File: src/rtl/vic_wb_buffer_if.sv
// vic_wb_buffer_if: victim fire, load-miss probe and memory store signals of the write-back queue
interface vic_wb_buffer_if #(
  parameter int ADDR_BITS = 13
);
  logic [1:0]                fired_valid;
  logic [1:0][63:0]          fired_data;
  logic [1:0][ADDR_BITS-1:0] fired_addr;
  logic                      wb_ready;
  logic                      lookup_valid;
  logic [ADDR_BITS-1:0]      lookup_addr;
  logic                      lookup_hit;
  logic [63:0]               lookup_data;
  logic                      mem_grant;
  logic [3:0]                mem_response;
  logic [1:0]                proc2mem_command;
  logic [63:0]               proc2mem_addr;
  logic [63:0]               proc2mem_data;
  modport master (
    output fired_valid, fired_data, fired_addr, lookup_valid, lookup_addr, mem_grant, mem_response,
    input  wb_ready, lookup_hit, lookup_data, proc2mem_command, proc2mem_addr, proc2mem_data
  );
  modport slave (
    input  fired_valid, fired_data, fired_addr, lookup_valid, lookup_addr, mem_grant, mem_response,
    output wb_ready, lookup_hit, lookup_data, proc2mem_command, proc2mem_addr, proc2mem_data
  );
endinterface

File: src/rtl/vic_wb_buffer.sv
// vic_wb_buffer: coalescing victim write-back FIFO draining as BUS_STORE; WB_FWD_EN adds load-miss forwarding and fwd_hits
module vic_wb_buffer #(
  parameter int WB_DEPTH  = 4,
  parameter int ADDR_BITS = 13
) (
  input  logic                      clk_i,
  input  logic                      rst_i,
  vic_wb_buffer_if.slave            wb,
  input  logic                      flush_i,
  output logic                      flush_done_o,
  output logic [$clog2(WB_DEPTH):0] count_o
`ifdef WB_FWD_EN
  ,output logic [31:0]              fwd_hits_o
`endif
);
  localparam int PW = $clog2(WB_DEPTH);
  localparam int CW = PW + 1;
  localparam logic [1:0] BUS_NONE  = 2'h0;
  localparam logic [1:0] BUS_STORE = 2'h2;
  typedef enum logic {IDLE, ISSUE} state_t;
  state_t               state_q, state_d;
  logic [ADDR_BITS-1:0] addr_q [WB_DEPTH];
  logic [63:0]          data_q [WB_DEPTH];
  logic [PW-1:0]        head_q, head_d, tail_q, tail_d;
  logic [CW-1:0]        count_q, count_d;
  logic [WB_DEPTH-1:0]  live, m0, m1;
  logic                 pop, v0, a0, a1;
  logic                 flush_unused;
  // flush only observes the queue through flush_done; it never stalls anything
  assign flush_unused = flush_i;
  // per lane: coalesce into a live non-head entry, else allocate at tail if room remains
  always_comb begin
    pop = state_q == ISSUE && wb.mem_grant && wb.mem_response != 4'd0;
    v0  = wb.fired_valid[0] && !(wb.fired_valid[1] && wb.fired_addr[0] == wb.fired_addr[1]);
    for (int i = 0; i < WB_DEPTH; i++) begin
      live[i] = {1'b0, PW'(i) - head_q} < count_q && !(state_q == ISSUE && PW'(i) == head_q);
      m0[i]   = v0 && live[i] && addr_q[i] == wb.fired_addr[0];
      m1[i]   = wb.fired_valid[1] && live[i] && addr_q[i] == wb.fired_addr[1];
    end
    a0      = v0 && m0 == '0 && count_q < CW'(WB_DEPTH);
    a1      = wb.fired_valid[1] && m1 == '0 && count_q + CW'(a0) < CW'(WB_DEPTH);
    head_d  = head_q + PW'(pop);
    tail_d  = tail_q + PW'(a0) + PW'(a1);
    count_d = count_q - CW'(pop) + CW'(a0) + CW'(a1);
  end
  // entry storage: in-place coalescing writes plus tail allocation; lane 1 lands after lane 0
  always_ff @(posedge clk_i) begin
    for (int i = 0; i < WB_DEPTH; i++) begin
      if (m0[i]) data_q[i] <= wb.fired_data[0];
      if (m1[i]) data_q[i] <= wb.fired_data[1];
    end
    if (a0) begin
      addr_q[tail_q] <= wb.fired_addr[0];
      data_q[tail_q] <= wb.fired_data[0];
    end
    if (a1) begin
      addr_q[tail_q + PW'(a0)] <= wb.fired_addr[1];
      data_q[tail_q + PW'(a0)] <= wb.fired_data[1];
    end
  end
  // pointer, occupancy and state registers
  always_ff @(posedge clk_i) begin
    if (rst_i) begin
      state_q <= IDLE;
      head_q  <= '0;
      tail_q  <= '0;
      count_q <= '0;
    end else begin
      state_q <= state_d;
      head_q  <= head_d;
      tail_q  <= tail_d;
      count_q <= count_d;
    end
  end
  // issue whenever anything will be queued after this edge; so a fresh victim goes out next cycle
  always_comb state_d = count_d != '0 ? ISSUE : IDLE;
  // bus outputs follow the frozen head while issuing
  always_comb begin
    wb.proc2mem_command = state_q == ISSUE ? BUS_STORE : BUS_NONE;
    wb.proc2mem_addr    = state_q == ISSUE ? {{(61-ADDR_BITS){1'b0}}, addr_q[head_q], 3'b000} : 64'd0;
    wb.proc2mem_data    = state_q == ISSUE ? data_q[head_q] : 64'd0;
    wb.wb_ready         = count_q <= CW'(WB_DEPTH - 2);
    flush_done_o        = count_q == '0 && state_q == IDLE;
    count_o             = count_q;
  end
`ifdef WB_FWD_EN
  logic [31:0] fwd_hits_q;
  // youngest match wins: scan head to tail, then incoming lane 0, then lane 1
  always_comb begin
    wb.lookup_hit  = 1'b0;
    wb.lookup_data = 64'd0;
    for (int k = 0; k < WB_DEPTH; k++) begin
      if ({1'b0, PW'(k)} < count_q && addr_q[head_q + PW'(k)] == wb.lookup_addr) begin
        wb.lookup_hit  = 1'b1;
        wb.lookup_data = data_q[head_q + PW'(k)];
      end
    end
    for (int l = 0; l < 2; l++) begin
      if (wb.fired_valid[l] && wb.fired_addr[l] == wb.lookup_addr) begin
        wb.lookup_hit  = 1'b1;
        wb.lookup_data = wb.fired_data[l];
      end
    end
    wb.lookup_hit  = wb.lookup_valid && wb.lookup_hit;
    wb.lookup_data = wb.lookup_valid ? wb.lookup_data : 64'd0;
  end
  // saturating forward-hit statistic
  always_ff @(posedge clk_i) begin
    if (rst_i) fwd_hits_q <= '0;
    else if (wb.lookup_hit && fwd_hits_q != '1) fwd_hits_q <= fwd_hits_q + 32'd1;
  end
  assign fwd_hits_o = fwd_hits_q;
`else
  logic lookup_unused;
  assign lookup_unused  = ^{wb.lookup_valid, wb.lookup_addr};
  assign wb.lookup_hit  = 1'b0;
  assign wb.lookup_data = 64'd0;
`endif
endmodule
File: src/flat_wrapper.sv
// flat-port wrapper written by rule: the top's interface ports become plain ports
module vic_wb_buffer_flat 
#(
  parameter int WB_DEPTH  = 4,
  parameter int ADDR_BITS = 13
)
  (clk_i, rst_i, flush_i, flush_done_o, count_o, wb_fired_valid, wb_fired_data, wb_fired_addr, wb_lookup_valid, wb_lookup_addr, wb_mem_grant, wb_mem_response, wb_wb_ready, wb_lookup_hit, wb_lookup_data, wb_proc2mem_command, wb_proc2mem_addr, wb_proc2mem_data);
  vic_wb_buffer_if #(.ADDR_BITS(ADDR_BITS)) wb_i ();
  input  logic clk_i;
  input  logic rst_i;
  input  logic flush_i;
  output logic flush_done_o;
  output logic [$clog2(WB_DEPTH):0] count_o;
  input wire logic [$bits(wb_i.fired_valid)-1:0] wb_fired_valid;
  input wire logic [$bits(wb_i.fired_data)-1:0] wb_fired_data;
  input wire logic [$bits(wb_i.fired_addr)-1:0] wb_fired_addr;
  input wire logic [$bits(wb_i.lookup_valid)-1:0] wb_lookup_valid;
  input wire logic [$bits(wb_i.lookup_addr)-1:0] wb_lookup_addr;
  input wire logic [$bits(wb_i.mem_grant)-1:0] wb_mem_grant;
  input wire logic [$bits(wb_i.mem_response)-1:0] wb_mem_response;
  output wire logic [$bits(wb_i.wb_ready)-1:0] wb_wb_ready;
  output wire logic [$bits(wb_i.lookup_hit)-1:0] wb_lookup_hit;
  output wire logic [$bits(wb_i.lookup_data)-1:0] wb_lookup_data;
  output wire logic [$bits(wb_i.proc2mem_command)-1:0] wb_proc2mem_command;
  output wire logic [$bits(wb_i.proc2mem_addr)-1:0] wb_proc2mem_addr;
  output wire logic [$bits(wb_i.proc2mem_data)-1:0] wb_proc2mem_data;
  assign wb_i.fired_valid = wb_fired_valid;
  assign wb_i.fired_data = wb_fired_data;
  assign wb_i.fired_addr = wb_fired_addr;
  assign wb_i.lookup_valid = wb_lookup_valid;
  assign wb_i.lookup_addr = wb_lookup_addr;
  assign wb_i.mem_grant = wb_mem_grant;
  assign wb_i.mem_response = wb_mem_response;
  assign wb_wb_ready = wb_i.wb_ready;
  assign wb_lookup_hit = wb_i.lookup_hit;
  assign wb_lookup_data = wb_i.lookup_data;
  assign wb_proc2mem_command = wb_i.proc2mem_command;
  assign wb_proc2mem_addr = wb_i.proc2mem_addr;
  assign wb_proc2mem_data = wb_i.proc2mem_data;
  vic_wb_buffer #(.WB_DEPTH(WB_DEPTH), .ADDR_BITS(ADDR_BITS)) u_core (.clk_i(clk_i), .rst_i(rst_i), .wb(wb_i), .flush_i(flush_i), .flush_done_o(flush_done_o), .count_o(count_o));
endmodule
File: config.mk
export PLATFORM = sky130hd
export DESIGN_NAME = vic_wb_buffer_flat
export DESIGN_NICKNAME = d
export VERILOG_FILES = /design/src/rtl/vic_wb_buffer_if.sv /design/src/rtl/vic_wb_buffer.sv /design/src/flat_wrapper.sv
export SDC_FILE = /design/constraint.sdc
export NUM_CORES = 1
export LEC_CHECK = 0
export ABC_AREA = 1
export CORE_ASPECT_RATIO = 0.5
export CORE_MARGIN = 2
export CORE_UTILIZATION = 57
export DETAILED_ROUTE_END_ITERATION = 10
export PLACE_DENSITY = 0.88
export SLEW_MARGIN = 20
export SYNTH_ARGS = -nofsm -noshare
export SYNTH_HDL_FRONTEND = slang
export SYNTH_SLANG_ARGS = --single-unit
File: constraint.sdc
create_clock -name clk_i -period 9.63 [get_ports clk_i]
set_input_delay 1.4445 -clock clk_i [delete_from_list [all_inputs] [get_ports clk_i]]
set_output_delay 1.4445 -clock clk_i [all_outputs]
set_load 0.05 [all_outputs]
# Yosys cells after proc, flatten, opt, wreduce, memory -nomap -nowiden
# Memories as Yosys holds them, arrays and structs flattened. A register that Yosys moved wholly into a read port is not among the register bits.
# Cells that the tools add are included.
op_classes:
  n_addsub: 11
  shifts: 0
  order_cmp: 7
  div: 0
  mul: 0
  n_bitwise: 5
  n_eq_ne: 12
  reduce_logical: 44
  mux: 30
op_table:
  columns: ["op", "n"]
  rows:
  - ["64-bit two-way mux", 5]
  - ["13-bit == test", 9]
  - ["1-bit logical AND", 33]
  - ["1-bit two-way mux", 21]
  - ["16-bit two-way mux", 1]
  - ["2-bit by 3-bit less-than comparator with 1-bit output", 4]
  - ["3-bit by 1-bit adder with 3-bit output", 3]
  - ["4-bit logical NOT", 2]
  - ["2-bit by 1-bit adder with 2-bit output", 3]
  - ["3-bit less-than comparator (second input constant)", 2]
  - ["2-bit two-way mux", 3]
  - ["1-bit logical NOT", 5]
  - ["2-bit == test (first input constant)", 2]
  - ["1-bit bitwise OR", 4]
  - ["4-bit nonzero test", 1]
  - ["1-bit by 2-bit subtractor with 2-bit output (first input constant)", 2]
  - ["2-bit subtractor (first input constant)", 2]
  - ["3-bit by 2-bit less-or-equal comparator with 1-bit output (second input constant)", 1]
  - ["3-bit logical NOT", 1]
  - ["3-bit nonzero test", 1]
  - ["3-bit by 1-bit subtractor with 3-bit output", 1]
  - ["1-bit by 2-bit == test with 1-bit output (first input constant)", 1]
  - ["2-bit logical NOT", 1]
  - ["1-bit NOT", 1]
word_totals:
  mem_count: 2
  mem_bits_rw: 308
  reg_bits: 8
  latchBits: 0
  romBits: 0
  input_bits: 178
memory_table:
  columns: ["name", "words", "width", "rd", "rd_clocked_by_memory_dff", "write_ports", "line_no", "text"]
  rows:
  - ["u_core.data_q", 4, 64, 1, 1, 6, "vic_wb_buffer.sv:23", "logic [63:0] data_q [WB_DEPTH];"]
  - ["u_core.addr_q", 4, 13, 5, 1, 2, "vic_wb_buffer.sv:22", "logic [ADDR_BITS-1:0] addr_q [WB_DEPTH];"]

# Longest topological paths before layout
logic_depth:
  word_depth: 15
  depth_mapped: 24

# Worst setup path after synthesis
# No wires, ideal clock.
synth_timing:
  path_type: "input to register"
  startpoint: "input wb_fired_addr[6]"
  endpoint: "memory u_core.data_q[1][0] (enable)"
  path_stages: 20
  arrival_ps: 5207
  setup_slack_ps: 3440
  cell_sequence: "buf_2 > inv_1 > nand2_1 > nand2_1 > nor2_1 > nand2_1 > nor2_1 > nand2_1 > nand2_2 > nor2_1 > nor2_4 > nand2_1 > inv_1 > ha_1 > xor2_1 > nor2_1 > nand3_2 > buf_6 > buf_6 > nand4_1"
synth_rtl:
  columns: ["element", "line_no", "text"]
  rows:
  - ["start: declaration", "flat_wrapper.sv:16", "input wire logic [$bits(wb_i.fired_addr)-1:0] wb_fired_addr;"]
  - ["end: declaration", "vic_wb_buffer.sv:23", null]

==> impl_table.tex <==
\begin{tabular}{lr}
\hline
Metric & Value \\
\hline
\multicolumn{2}{l}{\textbf{Status}} \\
Outcome & finished clean \\
\multicolumn{2}{l}{\textbf{Floorplanning}} \\
Overall die width & 266.8 um \\
Row cnt & 48 \\
IO Pins & 378 \\
Effective utilization at floorplan & 57.50\% \\
Area of the placeable core & 34230 sq um \\
Die height & 135.4 um \\
DIE AREA & 36130 sq um \\
\multicolumn{2}{l}{\textbf{Yosys}} \\
Sequential-to-total area share from yosys stat & 47.80\% \\
Cell Area, Synth & 19680 sq um \\
Syn avg cell area & 7.921 sq um \\
Share of synthesized registers carrying an async set or reset & 0\% \\
Number of enable flip-flop cells after synthesis & 308 \\
Synth cell types & 41 \\
Gate count after technology mapping & 2485 \\
Leading register cell type out of synthesis & sky130\_fd\_sc\_hd\_\_edfxtp\_1 \\
Number of warnings printed during yosys synthesis & 0 \\
\#FFs+latches synth & 316 \\
\multicolumn{2}{l}{\textbf{Cells and area}} \\
Final standard cell count with taps included and fillers excluded & 3081 \\
Most common cell after layout, fill and taps aside & sky130\_fd\_sc\_hd\_\_nand2\_1 \\
Number of nets in the finished design & 2797 \\
Proportion of layout cells with a drive suffix above 1 & 3.657\% \\
Signed area change from the synthesized netlist to the final layout & 13.99\% \\
Highest-count cells in the layout ignoring fill and taps & 722 x sky130\_fd\_sc\_hd\_\_nand2\_1, 345 x sky130\_fd\_sc\_hd\_\_nor2\_1, 308 x sky130\_fd\_sc\_hd\_\_edfxtp\_1 \\
\multicolumn{2}{l}{\textbf{STA}} \\
Final setup fails & 0 \\
Max Slew Vio Count & 0 \\
Period minus WS final & 7.376 ns \\
Setup repair after global routing missed its margin & no \\
Final Hold Violating Endpoints & 0 \\
Clock skew & 0.02254 ns \\
Tcrit/Tclk final & 76.60\% \\
Timing-limited maximum frequency & 0.1356 GHz \\
Setup TNS Final & 0 ns \\
Tightest slew margin relative to the limit & 23.13\% \\
Transition time at the pin with the least slew margin & 1.153 ns \\
\multicolumn{2}{l}{\textbf{GRT}} \\
Wire length of the first global-routing pass & 96.99 mm \\
Pin count of the biggest net entering global routing & 96 \\
Global Route Usage Sum & 34.92\% \\
Congestion Overflow GR & 0 \\
Vias in the first global route & 17720 \\
Initial antenna violation count & 5 \\
\multicolumn{2}{l}{\textbf{Place}} \\
Routability Congestion & 1.002 \\
Number of buffers added on ports & 245 \\
Placed instance count & 3023 \\
Hpwl dp & 37.37 mm \\
\multicolumn{2}{l}{\textbf{CTS}} \\
Worst-skew pair later-pin latency & 0.60 ns \\
Maximum buffer depth of the clock tree & 3 \\
Post-cts repair resize count & 0 \\
Clk root buf & sky130\_fd\_sc\_hd\_\_clkbuf\_16 \\
H-tree levels & 1 \\
Clk pin slew, worst setup/hold paths & 0.07 ns \\
Clock buffer count from CTS & 29 \\
Hold buffer count at CTS & 0 \\
Number of sinks driven by the clock tree & 316 \\
Post-CTS Setup Inserts & 0 \\
Clock tree from TritonCTS & done \\
\multicolumn{2}{l}{\textbf{Drt}} \\
Antenna-violating nets left & 0 \\
Detailed Route Iter0 Violations & 2671 \\
Mean number of vias per cell & 6.131 \\
DRC Markers & 0 \\
Total length of routed wires & 65.05 mm \\
Routed via count & 18890 \\
Number of iterations in the first detailed-routing pass & 5 \\
Wirelength per Cell & 21.11 um \\
\multicolumn{2}{l}{\textbf{Power}} \\
Leakage dissipation & 9.344 nW \\
IR Drop Worst-Case VDD & 0.0002671 V \\
Ratio of total power to cell area & 313.7 nW/um\^{}2 \\
\multicolumn{2}{l}{\textbf{Critical path}} \\
R2r setup slk & 2.25 ns \\
Endpoint required time on the critical path & 9.95 ns \\
Start point of the critical path & u\_core.head\_q[0] \\
Worst-path fanout max & 79 \\
Crit Path Class & flop to flop \\
Critical Path AT & 7.70 ns \\
Worst setup EP type & flop \\
Startpoint kind of the worst setup timing path & flop \\
Reg-to-Reg Start & u\_core.head\_q[0] \\
\multicolumn{2}{l}{\textbf{Hold path}} \\
Tightest Hold Check Type & flop to flop \\
Hold Path Origin & u\_core.count\_o[0] \\
\multicolumn{2}{l}{\textbf{Job}} \\
\# Max-Cap Violations & 0 \\
\hline
\end{tabular}
metrics by stage:
| stage | instance area (sq um) | util (%) | hold WS, ns | power [mW] | setup slack [ns] |
|---|---|---|---|---|---|
| 6_report | 22440 | 65.54 | 0.7487 | 7.038 | 2.254 |
| 5_1_grt | 22440 | 65.54 | 0.7900 | 7.320 | 2.031 |
| 4_1_cts | 22420 | 65.50 | 0.7432 | 6.940 | 2.592 |
| 3_5_place_dp | 21540 | 62.93 | 0.7334 | 5.827 | 2.629 |
| 3_3_place_gp | 21540 | 62.93 | 0.7237 | 5.741 | 2.703 |
| 2_1_floorplan | 20120 | - | 0.6064 | 4.793 | 3.440 |
synthesized netlist by cell type, types with 4 or more instances:
cell type	n	share of area, %
sky130_fd_sc_hd__nand3_2	5	0.25
sky130_fd_sc_hd__buf_2	61	1.6
sky130_fd_sc_hd__xnor2_1	24	1.1
sky130_fd_sc_hd__nand4_1	14	0.44
sky130_fd_sc_hd__nand2_1	726	14
sky130_fd_sc_hd__nor3_1	4	0.10
sky130_fd_sc_hd__dfxtp_1	8	0.81
sky130_fd_sc_hd__ha_1	13	0.83
sky130_fd_sc_hd__inv_1	70	1.3
sky130_fd_sc_hd__a21oi_1	103	2.6
sky130_fd_sc_hd__o211ai_1	13	0.50
sky130_fd_sc_hd__nand2_2	5	0.16
sky130_fd_sc_hd__o21ai_1	44	1.1
sky130_fd_sc_hd__o22ai_1	17	0.54
sky130_fd_sc_hd__xor2_1	21	0.93
sky130_fd_sc_hd__buf_4	156	5.9
sky130_fd_sc_hd__nor2_1	345	6.6
sky130_fd_sc_hd__clkbuf_1	56	1.1
sky130_fd_sc_hd__o21ai_0	163	4.1
sky130_fd_sc_hd__inv_2	14	0.27
sky130_fd_sc_hd__nand3_1	273	6.9
sky130_fd_sc_hd__buf_6	10	0.57
sky130_fd_sc_hd__edfxtp_1	308	47
sky130_fd_sc_hd__clkbuf_2	4	0.10
critical path, stage by stage, from the launching register on:
cell	delay [ns]
sky130_fd_sc_hd__dfxtp_4	1.00
sky130_fd_sc_hd__clkinv_2	1.00
sky130_fd_sc_hd__ha_1	0.65
sky130_fd_sc_hd__inv_1	0.04
sky130_fd_sc_hd__ha_1	0.27
sky130_fd_sc_hd__a21oi_1	0.15
sky130_fd_sc_hd__nor2_1	0.06
sky130_fd_sc_hd__a21oi_1	0.19
sky130_fd_sc_hd__nand3_1	0.11
sky130_fd_sc_hd__nor2_1	0.24
sky130_fd_sc_hd__nor2_4	0.12
sky130_fd_sc_hd__nand2_1	0.11
sky130_fd_sc_hd__inv_1	0.05
sky130_fd_sc_hd__ha_1	0.18
sky130_fd_sc_hd__xor2_1	0.35
sky130_fd_sc_hd__nor2_1	0.14
sky130_fd_sc_hd__nand3_4	0.32
sky130_fd_sc_hd__buf_4	0.87
sky130_fd_sc_hd__nand2_4	0.83
sky130_fd_sc_hd__nand2_1	0.30
sky130_fd_sc_hd__nand2_1	0.11
worst paths after layout:
kind,end,cells past startpoint
worst max register to register,u_core.data_q[1][58],20
worst min-delay path,u_core.count_o[0],3
worst max-delay path,u_core.data_q[1][58],20
worst min register to register,u_core.count_o[0],3
power by group:
part / switching (mW) / total [mW] / internal, mW
combinational: 2.52 / 3.44 / 0.923
clock: 0.548 / 1.13 / 0.586
sequential: 0.237 / 2.46 / 2.22
total: 3.30 / 7.04 / 3.73
flip-flops by register name, indices dropped and copies added, names as in the netlist:
| register | cells |
|---|---|
| u_core.data_q | 256 |
| u_core.count_o | 3 |
| u_core.tail_q | 2 |
| u_core.addr_q | 52 |
| u_core.head_q | 2 |
| u_core.state_q | 1 |
cell type report:
class                           instances  area [sq um]
Fill cell                            2712         11800
Timing Repair Buffer                  262          2592
Tap cell                              450         563.0
Antenna cell                            6         15.01
Inverter                               85         320.3
Clock buffer                           37         755.7
Clock inverter                         15         123.9
Multi-Input combinational cell       1910          8651
Sequential cell                       316          9417
cell families after synthesis:
logic type / share of synthesized area [%]
xor gates and xnor gates: 2.002
adders and majority gates: 1.030
and+or+nand+nor: 28.93
AOI/OAI and AO/OA: 9.300
DFF: 47.80
buffers and inverters: 10.92
other: 0.01905
per-layer routing:
metal  global-route usage (%)  share of wire (%)  up-vias  routed length, um
met5                        0                  0        -                  0
met4                    20.82                5.5        0               3600
met3                    6.343                 14      323               8910
met2                    55.47                 46     1652              29690
met1                    45.25                 35     8610              22850
li1                         -                  -     8304                  -
(Power assumes the default switching activity.)
==> RTL edit: new RTL, same flow settings <==
Register the output `count_o`, without a reset; this adds one clock of latency there. The other outputs are not delayed to match.
--- a/src/rtl/vic_wb_buffer.sv
+++ b/src/rtl/vic_wb_buffer.sv
@@ -18,6 +18,8 @@
   localparam logic [1:0] BUS_NONE  = 2'h0;
   localparam logic [1:0] BUS_STORE = 2'h2;
   typedef enum logic {IDLE, ISSUE} state_t;
+
+  logic [$clog2(WB_DEPTH):0] count_c;
   state_t               state_q, state_d;
   logic [ADDR_BITS-1:0] addr_q [WB_DEPTH];
   logic [63:0]          data_q [WB_DEPTH];
@@ -81,7 +83,7 @@
     wb.proc2mem_data    = state_q == ISSUE ? data_q[head_q] : 64'd0;
     wb.wb_ready         = count_q <= CW'(WB_DEPTH - 2);
     flush_done_o        = count_q == '0 && state_q == IDLE;
-    count_o             = count_q;
+    count_c             = count_q;
   end
 `ifdef WB_FWD_EN
   logic [31:0] fwd_hits_q;
@@ -116,4 +118,8 @@
   assign wb.lookup_hit  = 1'b0;
   assign wb.lookup_data = 64'd0;
 `endif
+  always_ff @(posedge clk_i) begin
+    count_o <= count_c;
+  end
+
 endmodule
Function: changed (Yosys sat finds a counterexample within 4 cycles, from zero or initial values and one cycle with rst_i high).
==> RTL edit against the original RTL <==
Global-route usage decreased by 1.1 points. Via count decreased by 1.4%. Power increased by 0.11%. Setup slack improved by 0.67 ns. Sequential share of layout area increased by 0.059 points. Utilization increased by 0.21 points. Routed wire length decreased by 2.5%. Non-clock buffer count increased by 1. Synthesized area increased by 0.31%. Sequential cell count increased by 3. Design area increased by 0.50%.
==> RTL edit: results (changes against the original RTL) <==
cell types with the largest area share after synthesis edfxtp_1 (47%), nand2_1 (14%), nand3_1 (6.9%); synth warn 0 (unchanged); post-placement cell area 0.0216 mm2 (+0.40%); first-pass GRT wire length 94600 um (-2.5%); Detailed Route WL 63400 um (-2.5%); count of TritonRoute iterations in the first routing pass 6 (+1); Critical Path Max Stage Delay 0.95 ns (-0.05 ns); Max rail drop VDD 0.211 mV (-21%); half-perimeter wire length after placement 36800 um (-1.4%); Critical Path AT 7.00 ns (-0.70 ns); number of global-route vias before repair 17.1k (-3.7%); # nets final 2801 (+0.14%); total global-route track usage 0.338 (-0.0113); final critical path time including I/O delays and setup 6.71 ns (-0.671 ns); share of the yosys chip area belonging to registers 0.480 (+0.00159); status finished, final reports clean; cell type group with the largest total delay on the critical path buffers and inverters; combined area of all synthesized cells 0.0197 mm2 (+0.31%); # H-tree levels 1 (unchanged); highest net fanout along the worst path 78 (-1.3%); vias per inst 5.99 (-2.3%); slew at the pin closest to its max-slew limit 1.14 ns (-0.0116 ns); worst-case register-to-register setup slack 2.92 ns (+0.67 ns); leakage power total 9.39 nW (+0.48%); Setup Slack @ Placement 3.08 ns (+0.446 ns); number of antenna violations at the first check in global routing 6 (+1); Post-synth top cells nand2_1 (726), nor2_1 (345), edfxtp_1 (308), nand3_1 (273), o21ai_0 (163); ratio of cells with drive above 1 in the final layout 0.0380 (+0.00145); DRC violation total after the first TritonRoute iteration 3043 (+14%); largest net degree at the start of global routing 98 (+2.1%); routability congestion estimate 0.994 (-0.82%); setup clock skew after layout 0.0197 ns (-0.00283 ns)
RTL edit: cell count changes after synthesis, sizes merged:
cell and change:
clkbuf -2, buf +2, dfxtp +3
RTL edit: logic make-up (layout without fill, tap and decap cells):
kind of cell,after synthesis,in the layout,share of synthesized area
and+or+nand+nor,1384,1384,0.288
buffers and inverters,375,401,0.109
DFF,319,319,0.480
adders and majority gates,15,15,0.0103
xor gates and xnor gates,45,45,0.0200
other,1,123,0.000190
AOI/OAI and AO/OA,349,349,0.0927
RTL edit: layout make-up:
class | count | area, um2
Fill cell | 2696 | 11700
Sequential cell | 319 | 9480
Multi-Input combinational cell | 1910 | 8650
Timing Repair Buffer | 263 | 2590
Clock buffer | 35 | 748
Tap cell | 475 | 594
Inverter | 85 | 320
Clock inverter | 18 | 156
Antenna cell | 6 | 15.0
RTL edit: worst paths after layout:
path / start / endpoint / cells past startpoint
worst max register to register: u_core.head_q[0]$_SDFF_PP0_ / u_core.data_q[3][0]$_DFFE_PP_ / 19
worst min-delay path: u_core.count_c[1]$_SDFF_PP0_ / u_core.count_o[1]$_DFF_P_ / 0
worst min register to register: u_core.count_c[1]$_SDFF_PP0_ / u_core.count_o[1]$_DFF_P_ / 0
worst max-delay path: u_core.head_q[0]$_SDFF_PP0_ / u_core.data_q[3][0]$_DFFE_PP_ / 19
RTL edit: stage by stage:
step	instances	hold WS (ns)
2_1_floorplan	2604	0.364
3_3_place_gp	3052	0.374
3_5_place_dp	3052	0.381
4_1_cts	3105	0.391
5_1_grt	3111	0.409
6_report	3111	0.388
RTL edit: report_power, final:
| part | leakage (nW) | total (W) | switching [W] | internal, W |
|---|---|---|---|---|
| registers | 2.96 | 0.00248 | 0.000235 | 0.00225 |
| logic | 5.99 | 0.00341 | 0.00249 | 0.000918 |
| clock network | 0.440 | 0.00116 | 0.000545 | 0.000610 |
| total | 9.39 | 0.00705 | 0.00327 | 0.00377 |
RTL edit: layer usage:
metal  share of wire  track usage  wire length (um)  vias to the layer above
met5               0            0                 0                        -
met2            0.46        0.548             29400                     1616
met3            0.13       0.0563              8370                      246
met1            0.35        0.442             22400                     8447
li1                -            -                 -                     8319
met4           0.050        0.173              3180                        0
